## config.mk

```make
export PLATFORM = sky130hd
export DESIGN_NAME = change_dispenser
export DESIGN_NICKNAME = d
export VERILOG_FILES = /design/src/rtl/vending_pkg.sv /design/src/rtl/change_timer.sv /design/src/rtl/change_dispenser.sv
export SDC_FILE = /design/constraint.sdc
export NUM_CORES = 1
export LEC_CHECK = 0
export BUFFER_PORTS_ARGS = -buffer_cell sky130_fd_sc_hd__buf_2
export CAP_MARGIN = 25
export CORE_MARGIN = 5
export CORE_UTILIZATION = 57
export CTS_CLUSTER_DIAMETER = 80
export DETAILED_ROUTE_END_ITERATION = 10
export GPL_ROUTABILITY_DRIVEN = 0
export PLACE_DENSITY = 0.83
export SLEW_MARGIN = 20
export SYNTH_ARGS = -nofsm -noshare
export SYNTH_HDL_FRONTEND = slang
export SYNTH_SLANG_ARGS = --single-unit
```

## constraint.sdc

```tcl
create_clock -name Clk -period 5.2 [get_ports Clk]
set_input_delay 0 -clock Clk [delete_from_list [all_inputs] [get_ports Clk]]
set_output_delay 0 -clock Clk [all_outputs]
set_load 0.05 [all_outputs]
```

## src/rtl/vending_pkg.sv

```systemverilog
// Shared vending definitions: change coin codes, coin values in nickel units,
// and the change dispenser state encoding.
package vending_pkg;

    typedef enum logic [2:0] {
        CC_NONE        = 3'b000,
        CC_NICKEL      = 3'b001,
        CC_DIME        = 3'b010,
        CC_NICKEL_DIME = 3'b011,
        CC_DIMES_2     = 3'b100,
        CC_QUARTER     = 3'b101
    } coin_code_e;

    localparam logic [2:0] NICKEL_UNITS = 3'd1;
    localparam logic [2:0] DIME_UNITS   = 3'd2;

    typedef enum logic [1:0] {
        ST_IDLE   = 2'd0,
        ST_SELECT = 2'd1,
        ST_REQ    = 2'd2,
        ST_GAP    = 2'd3
    } disp_state_e;

    // Codes the dispenser can pay out; the quarter is not stocked.
    function automatic logic code_legal(input logic [2:0] code);
        logic ok;
        case (code)
            CC_NICKEL, CC_DIME, CC_NICKEL_DIME, CC_DIMES_2: ok = 1'b1;
            default:                                        ok = 1'b0;
        endcase
        return ok;
    endfunction

    function automatic logic [2:0] code_units(input logic [2:0] code);
        logic [2:0] units;
        case (code)
            CC_NICKEL:      units = 3'd1;
            CC_DIME:        units = 3'd2;
            CC_NICKEL_DIME: units = 3'd3;
            CC_DIMES_2:     units = 3'd4;
            default:        units = 3'd0;
        endcase
        return units;
    endfunction

endpackage

```

## src/rtl/change_timer.sv

```systemverilog
// Shared down-counter for the hopper ack timeout and the inter-coin gap.
module change_timer #(
    parameter int W = 5
) (
    input  logic         i_clk,
    input  logic         i_rst_n,
    input  logic         i_load,
    input  logic [W-1:0] i_load_val,
    input  logic         i_en,
    output logic         o_zero
);

    logic [W-1:0] r_cnt;

    // Load has priority; counting stops at zero.
    always_ff @(posedge i_clk) begin
        if (!i_rst_n) begin
            r_cnt <= {W{1'b0}};
        end else if (i_load) begin
            r_cnt <= i_load_val;
        end else if (i_en && (r_cnt != {W{1'b0}})) begin
            r_cnt <= r_cnt - {{(W-1){1'b0}}, 1'b1};
        end else begin
            r_cnt <= r_cnt;
        end
    end

    assign o_zero = (r_cnt == {W{1'b0}});

endmodule

```

## src/rtl/change_dispenser.sv

```systemverilog
// Pays a change code out one coin at a time over a hopper request/ack handshake.
// Optional coin inventory tracking is enabled by defining CHANGE_INVENTORY_EN.
module change_dispenser
    import vending_pkg::*;
#(
    parameter int ACK_TIMEOUT = 16,
    parameter int GAP_CYCLES  = 2,
    parameter int CNT_W       = 4,
    parameter int NICKEL_INIT = 8,
    parameter int DIME_INIT   = 8
) (
    input  logic             Clk,
    input  logic             Reset_n,
    input  logic             change_valid,
    input  logic [2:0]       change_code,
    output logic             change_ready,
    output logic             nickel_out,
    output logic             dime_out,
    input  logic             hopper_ack,
    output logic             busy,
    output logic             done,
    output logic             error,
    input  logic             refill,
    output logic [CNT_W-1:0] nickel_cnt,
    output logic [CNT_W-1:0] dime_cnt
);

    localparam int TMR_W = $clog2(ACK_TIMEOUT + GAP_CYCLES + 1);
    localparam logic [TMR_W-1:0] ACK_LOAD = TMR_W'(ACK_TIMEOUT - 1);
    localparam logic [TMR_W-1:0] GAP_LOAD = TMR_W'((GAP_CYCLES > 0) ? GAP_CYCLES - 1 : 0);

    disp_state_e r_state, w_state_nx;
    logic [2:0]  r_rem, w_rem_nx;
    logic        r_nickel_out, w_nickel_nx;
    logic        r_dime_out, w_dime_nx;
    logic        r_done, w_done_nx;
    logic        r_error, w_error_nx;
    logic        r_busy, r_change_ready;
    logic              w_tmr_load, w_tmr_en, w_tmr_zero;
    logic [TMR_W-1:0]  w_tmr_val;
    logic        w_take_n, w_take_d;
    logic        w_nickel_avail, w_dime_avail;

    change_timer #(.W(TMR_W)) u_timer (
        .i_clk      (Clk),
        .i_rst_n    (Reset_n),
        .i_load     (w_tmr_load),
        .i_load_val (w_tmr_val),
        .i_en       (w_tmr_en),
        .o_zero     (w_tmr_zero)
    );

    // Next-state, coin selection and handshake decisions.
    always_comb begin
        w_state_nx  = r_state;
        w_rem_nx    = r_rem;
        w_nickel_nx = r_nickel_out;
        w_dime_nx   = r_dime_out;
        w_done_nx   = 1'b0;
        w_error_nx  = r_error;
        w_tmr_load  = 1'b0;
        w_tmr_val   = {TMR_W{1'b0}};
        w_tmr_en    = 1'b0;
        w_take_n    = 1'b0;
        w_take_d    = 1'b0;
        case (r_state)
            ST_IDLE: begin
                w_nickel_nx = 1'b0;
                w_dime_nx   = 1'b0;
                if (change_valid && r_change_ready && (change_code != 3'b000)) begin
                    if (code_legal(change_code)) begin
                        w_rem_nx   = code_units(change_code);
                        w_error_nx = 1'b0;
                        w_state_nx = ST_SELECT;
                    end else begin
                        w_error_nx = 1'b1;
                    end
                end else begin
                    w_state_nx = ST_IDLE;
                end
            end
            ST_SELECT: begin
                // A dime is only chosen when it cannot overpay.
                if ((r_rem >= DIME_UNITS) && w_dime_avail) begin
                    w_dime_nx  = 1'b1;
                    w_tmr_load = 1'b1;
                    w_tmr_val  = ACK_LOAD;
                    w_state_nx = ST_REQ;
                end else if (w_nickel_avail) begin
                    w_nickel_nx = 1'b1;
                    w_tmr_load  = 1'b1;
                    w_tmr_val   = ACK_LOAD;
                    w_state_nx  = ST_REQ;
                end else begin
                    w_error_nx = 1'b1;
                    w_rem_nx   = 3'd0;
                    w_state_nx = ST_IDLE;
                end
            end
            ST_REQ: begin
                if (hopper_ack) begin
                    if (r_dime_out) begin
                        w_rem_nx = r_rem - DIME_UNITS;
                        w_take_d = 1'b1;
                    end else begin
                        w_rem_nx = r_rem - NICKEL_UNITS;
                        w_take_n = 1'b1;
                    end
                    w_nickel_nx = 1'b0;
                    w_dime_nx   = 1'b0;
                    w_tmr_load  = 1'b1;
                    w_tmr_val   = GAP_LOAD;
                    w_state_nx  = ST_GAP;
                end else if (w_tmr_zero) begin
                    w_nickel_nx = 1'b0;
                    w_dime_nx   = 1'b0;
                    w_error_nx  = 1'b1;
                    w_rem_nx    = 3'd0;
                    w_state_nx  = ST_IDLE;
                end else begin
                    w_tmr_en = 1'b1;
                end
            end
            ST_GAP: begin
                if (w_tmr_zero) begin
                    if (r_rem != 3'd0) begin
                        w_state_nx = ST_SELECT;
                    end else begin
                        w_done_nx  = 1'b1;
                        w_state_nx = ST_IDLE;
                    end
                end else begin
                    w_tmr_en = 1'b1;
                end
            end
            default: begin
                w_state_nx  = ST_IDLE;
                w_rem_nx    = 3'd0;
                w_nickel_nx = 1'b0;
                w_dime_nx   = 1'b0;
            end
        endcase
    end

    // State and registered outputs.
    always_ff @(posedge Clk) begin
        if (!Reset_n) begin
            r_state        <= ST_IDLE;
            r_rem          <= 3'd0;
            r_nickel_out   <= 1'b0;
            r_dime_out     <= 1'b0;
            r_done         <= 1'b0;
            r_error        <= 1'b0;
            r_busy         <= 1'b0;
            r_change_ready <= 1'b1;
        end else begin
            r_state        <= w_state_nx;
            r_rem          <= w_rem_nx;
            r_nickel_out   <= w_nickel_nx;
            r_dime_out     <= w_dime_nx;
            r_done         <= w_done_nx;
            r_error        <= w_error_nx;
            r_busy         <= (w_state_nx != ST_IDLE);
            r_change_ready <= (w_state_nx == ST_IDLE);
        end
    end

`ifdef CHANGE_INVENTORY_EN
    logic [CNT_W-1:0] r_nickel_cnt, r_dime_cnt;

    // Inventory: reload on refill while idle, decrement per acked coin.
    always_ff @(posedge Clk) begin
        if (!Reset_n) begin
            r_nickel_cnt <= CNT_W'(NICKEL_INIT);
            r_dime_cnt   <= CNT_W'(DIME_INIT);
        end else if (refill && (r_state == ST_IDLE)) begin
            r_nickel_cnt <= CNT_W'(NICKEL_INIT);
            r_dime_cnt   <= CNT_W'(DIME_INIT);
        end else begin
            r_nickel_cnt <= r_nickel_cnt - {{(CNT_W-1){1'b0}}, w_take_n};
            r_dime_cnt   <= r_dime_cnt - {{(CNT_W-1){1'b0}}, w_take_d};
        end
    end

    assign w_nickel_avail = (r_nickel_cnt != {CNT_W{1'b0}});
    assign w_dime_avail   = (r_dime_cnt != {CNT_W{1'b0}});
    assign nickel_cnt     = r_nickel_cnt;
    assign dime_cnt       = r_dime_cnt;
`else
    logic w_unused;

    assign w_nickel_avail = 1'b1;
    assign w_dime_avail   = 1'b1;
    assign nickel_cnt     = {CNT_W{1'b0}};
    assign dime_cnt       = {CNT_W{1'b0}};
    assign w_unused       = ^{refill, w_take_n, w_take_d, CNT_W'(NICKEL_INIT), CNT_W'(DIME_INIT)};
`endif

    assign change_ready = r_change_ready;
    assign nickel_out   = r_nickel_out;
    assign dime_out     = r_dime_out;
    assign busy         = r_busy;
    assign done         = r_done;
    assign error        = r_error;

endmodule

```

==> metrics.md <==
| Metric | Value |
|---|---|
| Outcome | `completed` |
| Max Fclk | `between 0.4 and 0.5 GHz` |
| Clock root buffer | `clkbuf_4` |
| Post-DRT Antenna Nets | `0` |
| Initial Utilization | `0.608` |
| Mapped Cells | `about 120` |
| Power Dens Cells | `approximately 250 mW/mm2` |
| Die height | `53.1 um` |
| Clock group share of total power | `0.300` |
| Initial antenna violation count | `0` |
| Max Slew Vio Count | `0` |
| ANT cells | `0` |
| CTS tree | `yes` |
| Hold Path Class | `primary input to flip-flop` |
| Leak | `0.467 nW` |
| Setup skew after layout | `about 1.2 ps` |
| Fillers | `approximately 140` |
| CP max stage cell | `nor2b_1` |
| Final hold slack | `about 43 ps` |
| Post-Synth XOR/XNOR Area | `0.0413` |
| CP Cell Sequence | `inv_1, ha_1, nor2b_1, o21ai_0, mux2_2, o21ai_0` |
| Hold Violations, Final | `0` |
| Non-Filler Instances | `161` |
| Comb power frac | `0.239` |
| Via count | `940` |
| Synth Area in Simple Gates | `0.131` |
| Hold Path Depth | `4` |
| WS Path Type | `flip-flop to flip-flop` |
| Multiplexer area fraction after synthesis | `0.0295` |
| Worst-path clk slew | `approximately 100 ps` |
| Max-cap viol count | `0` |
| Switch share | `0.333` |
| Compound-cell area share of the yosys netlist | `0.276` |
| Pre-Repair DR Iteration Count | `4` |
| Post-DR vias/cell | `roughly 6` |
| Post-synthesis adder-cell area fraction | `0.106` |
| DP HPWL | `~1700 um` |
| Startpoint types | `flip-flop` |
| Cell Int Power | `192 uW` |
| Synth Cell Area | `~0.0011 mm2` |
| Seq cells post-synth | `16` |
| Req. time, crit path | `5430 ps` |
| CTS H-tree lvls | `1` |
| RSZ-0062 raised after global routing | `false` |
| Placed Cells | `roughly 160` |
| Relative slew slack | `0.625` |
| Global-route wire length before repair | `roughly 4000 um` |
| Most common cell after layout, fill and taps aside | `dfxtp_1` |
| Setup Viol. Count Final | `0` |
| Clock tree sinks | `16` |
| Arr. time, crit path | `between 2000 and 2500 ps` |
| Area of the core | `~0.0017 mm2` |
| I/O Pins | `22` |
| CP peak stage delay | `about 470 ps` |
| Setup_tns | `0 ps` |
| Ys async rst share | `0` |
| Peak supply drop | `around 0.00024 V` |
| Drt initial violations | `67` |
| Grt ovf | `0` |
| Most frequent cells in the layout | `16 x dfxtp_1, 12 x o21ai_0, 12 x buf_2` |
| Die ar. | `about 0.0028 mm2` |
| Min Tclk post-route | `2120 ps` |
| Main flop type after synthesis | `dfxtp_1` |
| Synth Area per Inst | `8.70 um2` |
| Worst-Skew Late Latency | `a little under 300 ps` |
| Critical path fanouts, max | `10` |
| Total Power | `~290 uW` |
| Vias in the first global route | `about 900` |
| Drt wl/cell | `around 15 um` |
| Sequential fraction of the synthesis area | `0.302` |
| Total GRT Usage | `0.191` |
| Most used cell, CP | `o21ai_0` |
| Synth Warn # | `0` |
| Area taken by multi-input logic gates | `649 um2` |
| Num rows | `15` |
| Sequential share of power | `0.461` |
| Nets@finish | `approximately 150` |
| Setup bufs post-CTS | `0` |
| Worst R2R Path Depth | `6` |
| Crit. End Element | `flip-flop` |
| Fin crit share | `0.408` |
| Layout cell share with drive strength beyond 1 | `0.169` |
| Area growth from synthesis to layout | `8.84%` |
| Sw Pwr | `95.8 uW` |
| Largest family of logic cells by synthesized area | `compound AO/OA/AOI/OAI gates` |
| Max clock buf depth | `2` |
| # DRC | `0` |
| Post-synth EDFFs | `0` |
| Port-buffer cells | `12` |
| Worst-margin pin slew | `between 500 and 600 ps` |
| Reg area | `about 320 um2` |
| Largest net degree at the start of global routing | `14` |
| Synth unique cells | `between 40 and 50` |
| Routed wire length | `2360 um` |
| CTS buffer count | `3` |
| Die width | `between 50 and 60 um` |
state kept, by name (all words and copies together) (netlist names):
register	count
dime_out	1
r_rem	3
u_timer.r_cnt	5
busy	1
error	1
r_state	2
change_ready	1
nickel_out	1
done	1
power groups by stage:
| stage | clock [mW] | sequential [mW] | combinational (mW) |
|---|---|---|---|
| final | 0.0861 | 0.133 | 0.0687 |
| after global routing | 0.0926 | 0.133 | 0.0745 |
| after floorplan | 0 | 0.143 | 0.0497 |
| after detailed placement | 0 | 0.135 | 0.0653 |
| after CTS | 0.0855 | 0.132 | 0.0669 |
| after global placement | 0 | 0.135 | 0.0636 |
metrics by stage:
step / utilization / setup WS (ps) / cell area, um2
floorplan: - / 3330 / 1090
global placement: 0.629 / 3240 / 1100
detailed placement: 0.629 / 3150 / 1100
CTS: 0.662 / 3140 / 1150
global route: 0.662 / 2850 / 1150
finish: 0.662 / 3080 / 1150
layout make-up:
class | instances | area share
inverters | 10 | 0.0325
repair buffers | 14 | 0.0693
clock buffers | 4 | 0.0314
well taps | 25 | 0.0271
flip-flops and latches | 16 | 0.277
multi-input cells | 92 | 0.562
logic make-up after synthesis:
| kind of cell | Yosys count |
|---|---|
| buffers and inverters | 21 |
| AND/OR/NAND/NOR | 25 |
| adder cells (fa/ha/maj) | 9 |
| flip-flops | 16 |
| multiplexers | 3 |
| other | 1 |
| AO/OA/AOI/OAI | 42 |
| XOR/XNOR | 5 |
worst max-delay path, delay by kind of cell, from the launching register on:
kind            cells  cell delay, ps
flops               1             370
mux                 1             310
fa+ha+maj           1             400
buf+inv             1             130
simple gates        1             470
compound gates      2             380
worst paths after layout:
kind	from	to	slack (ps)
hold / removal	change_code[2]	r_rem[0]$_SDFFE_PN0P_	40
setup reg to reg	r_state[0]$_SDFF_PN0_	u_timer.r_cnt[1]$_SDFFE_PN0P_	3080
setup / recovery	r_state[0]$_SDFF_PN0_	u_timer.r_cnt[1]$_SDFFE_PN0P_	3080
hold reg to reg	nickel_out$_SDFFE_PN0P_	nickel_out$_SDFFE_PN0P_	540
timing repair:
item / CTS / global route
setup endpoints to repair: 0 / 0
hold endpoints to repair: 4 / 0
gates resized for setup: 0 / 0
hold buffers: 2 / 0
Yosys cell counts (2+ instances only):
master / number / area (um2)
inv_1: 10 / 37.5
o21a_1: 3 / 22.5
nor2_1: 4 / 15.0
ha_1: 9 / 113
xor2_1: 4 / 35.0
o211ai_1: 3 / 22.5
buf_4: 8 / 60.1
nand2_1: 7 / 26.3
dfxtp_1: 16 / 320
nand3_1: 3 / 15.0
mux2i_1: 2 / 20.0
a31oi_1: 2 / 12.5
a21oi_1: 9 / 45.0
a311oi_1: 2 / 17.5
o21ai_0: 12 / 60.1
and2_1: 2 / 12.5
per-layer routing:
layer | vias up | wire (um) | GRT usage
li1 | 453 | - | -
met5 | - | 0 | 0
met3 | 4 | 206 | 0.0535
met2 | 51 | 1060 | 0.306
met4 | 0 | 21 | 0.0553
met1 | 432 | 1070 | 0.247
Power figures use the tool's default switching activity.
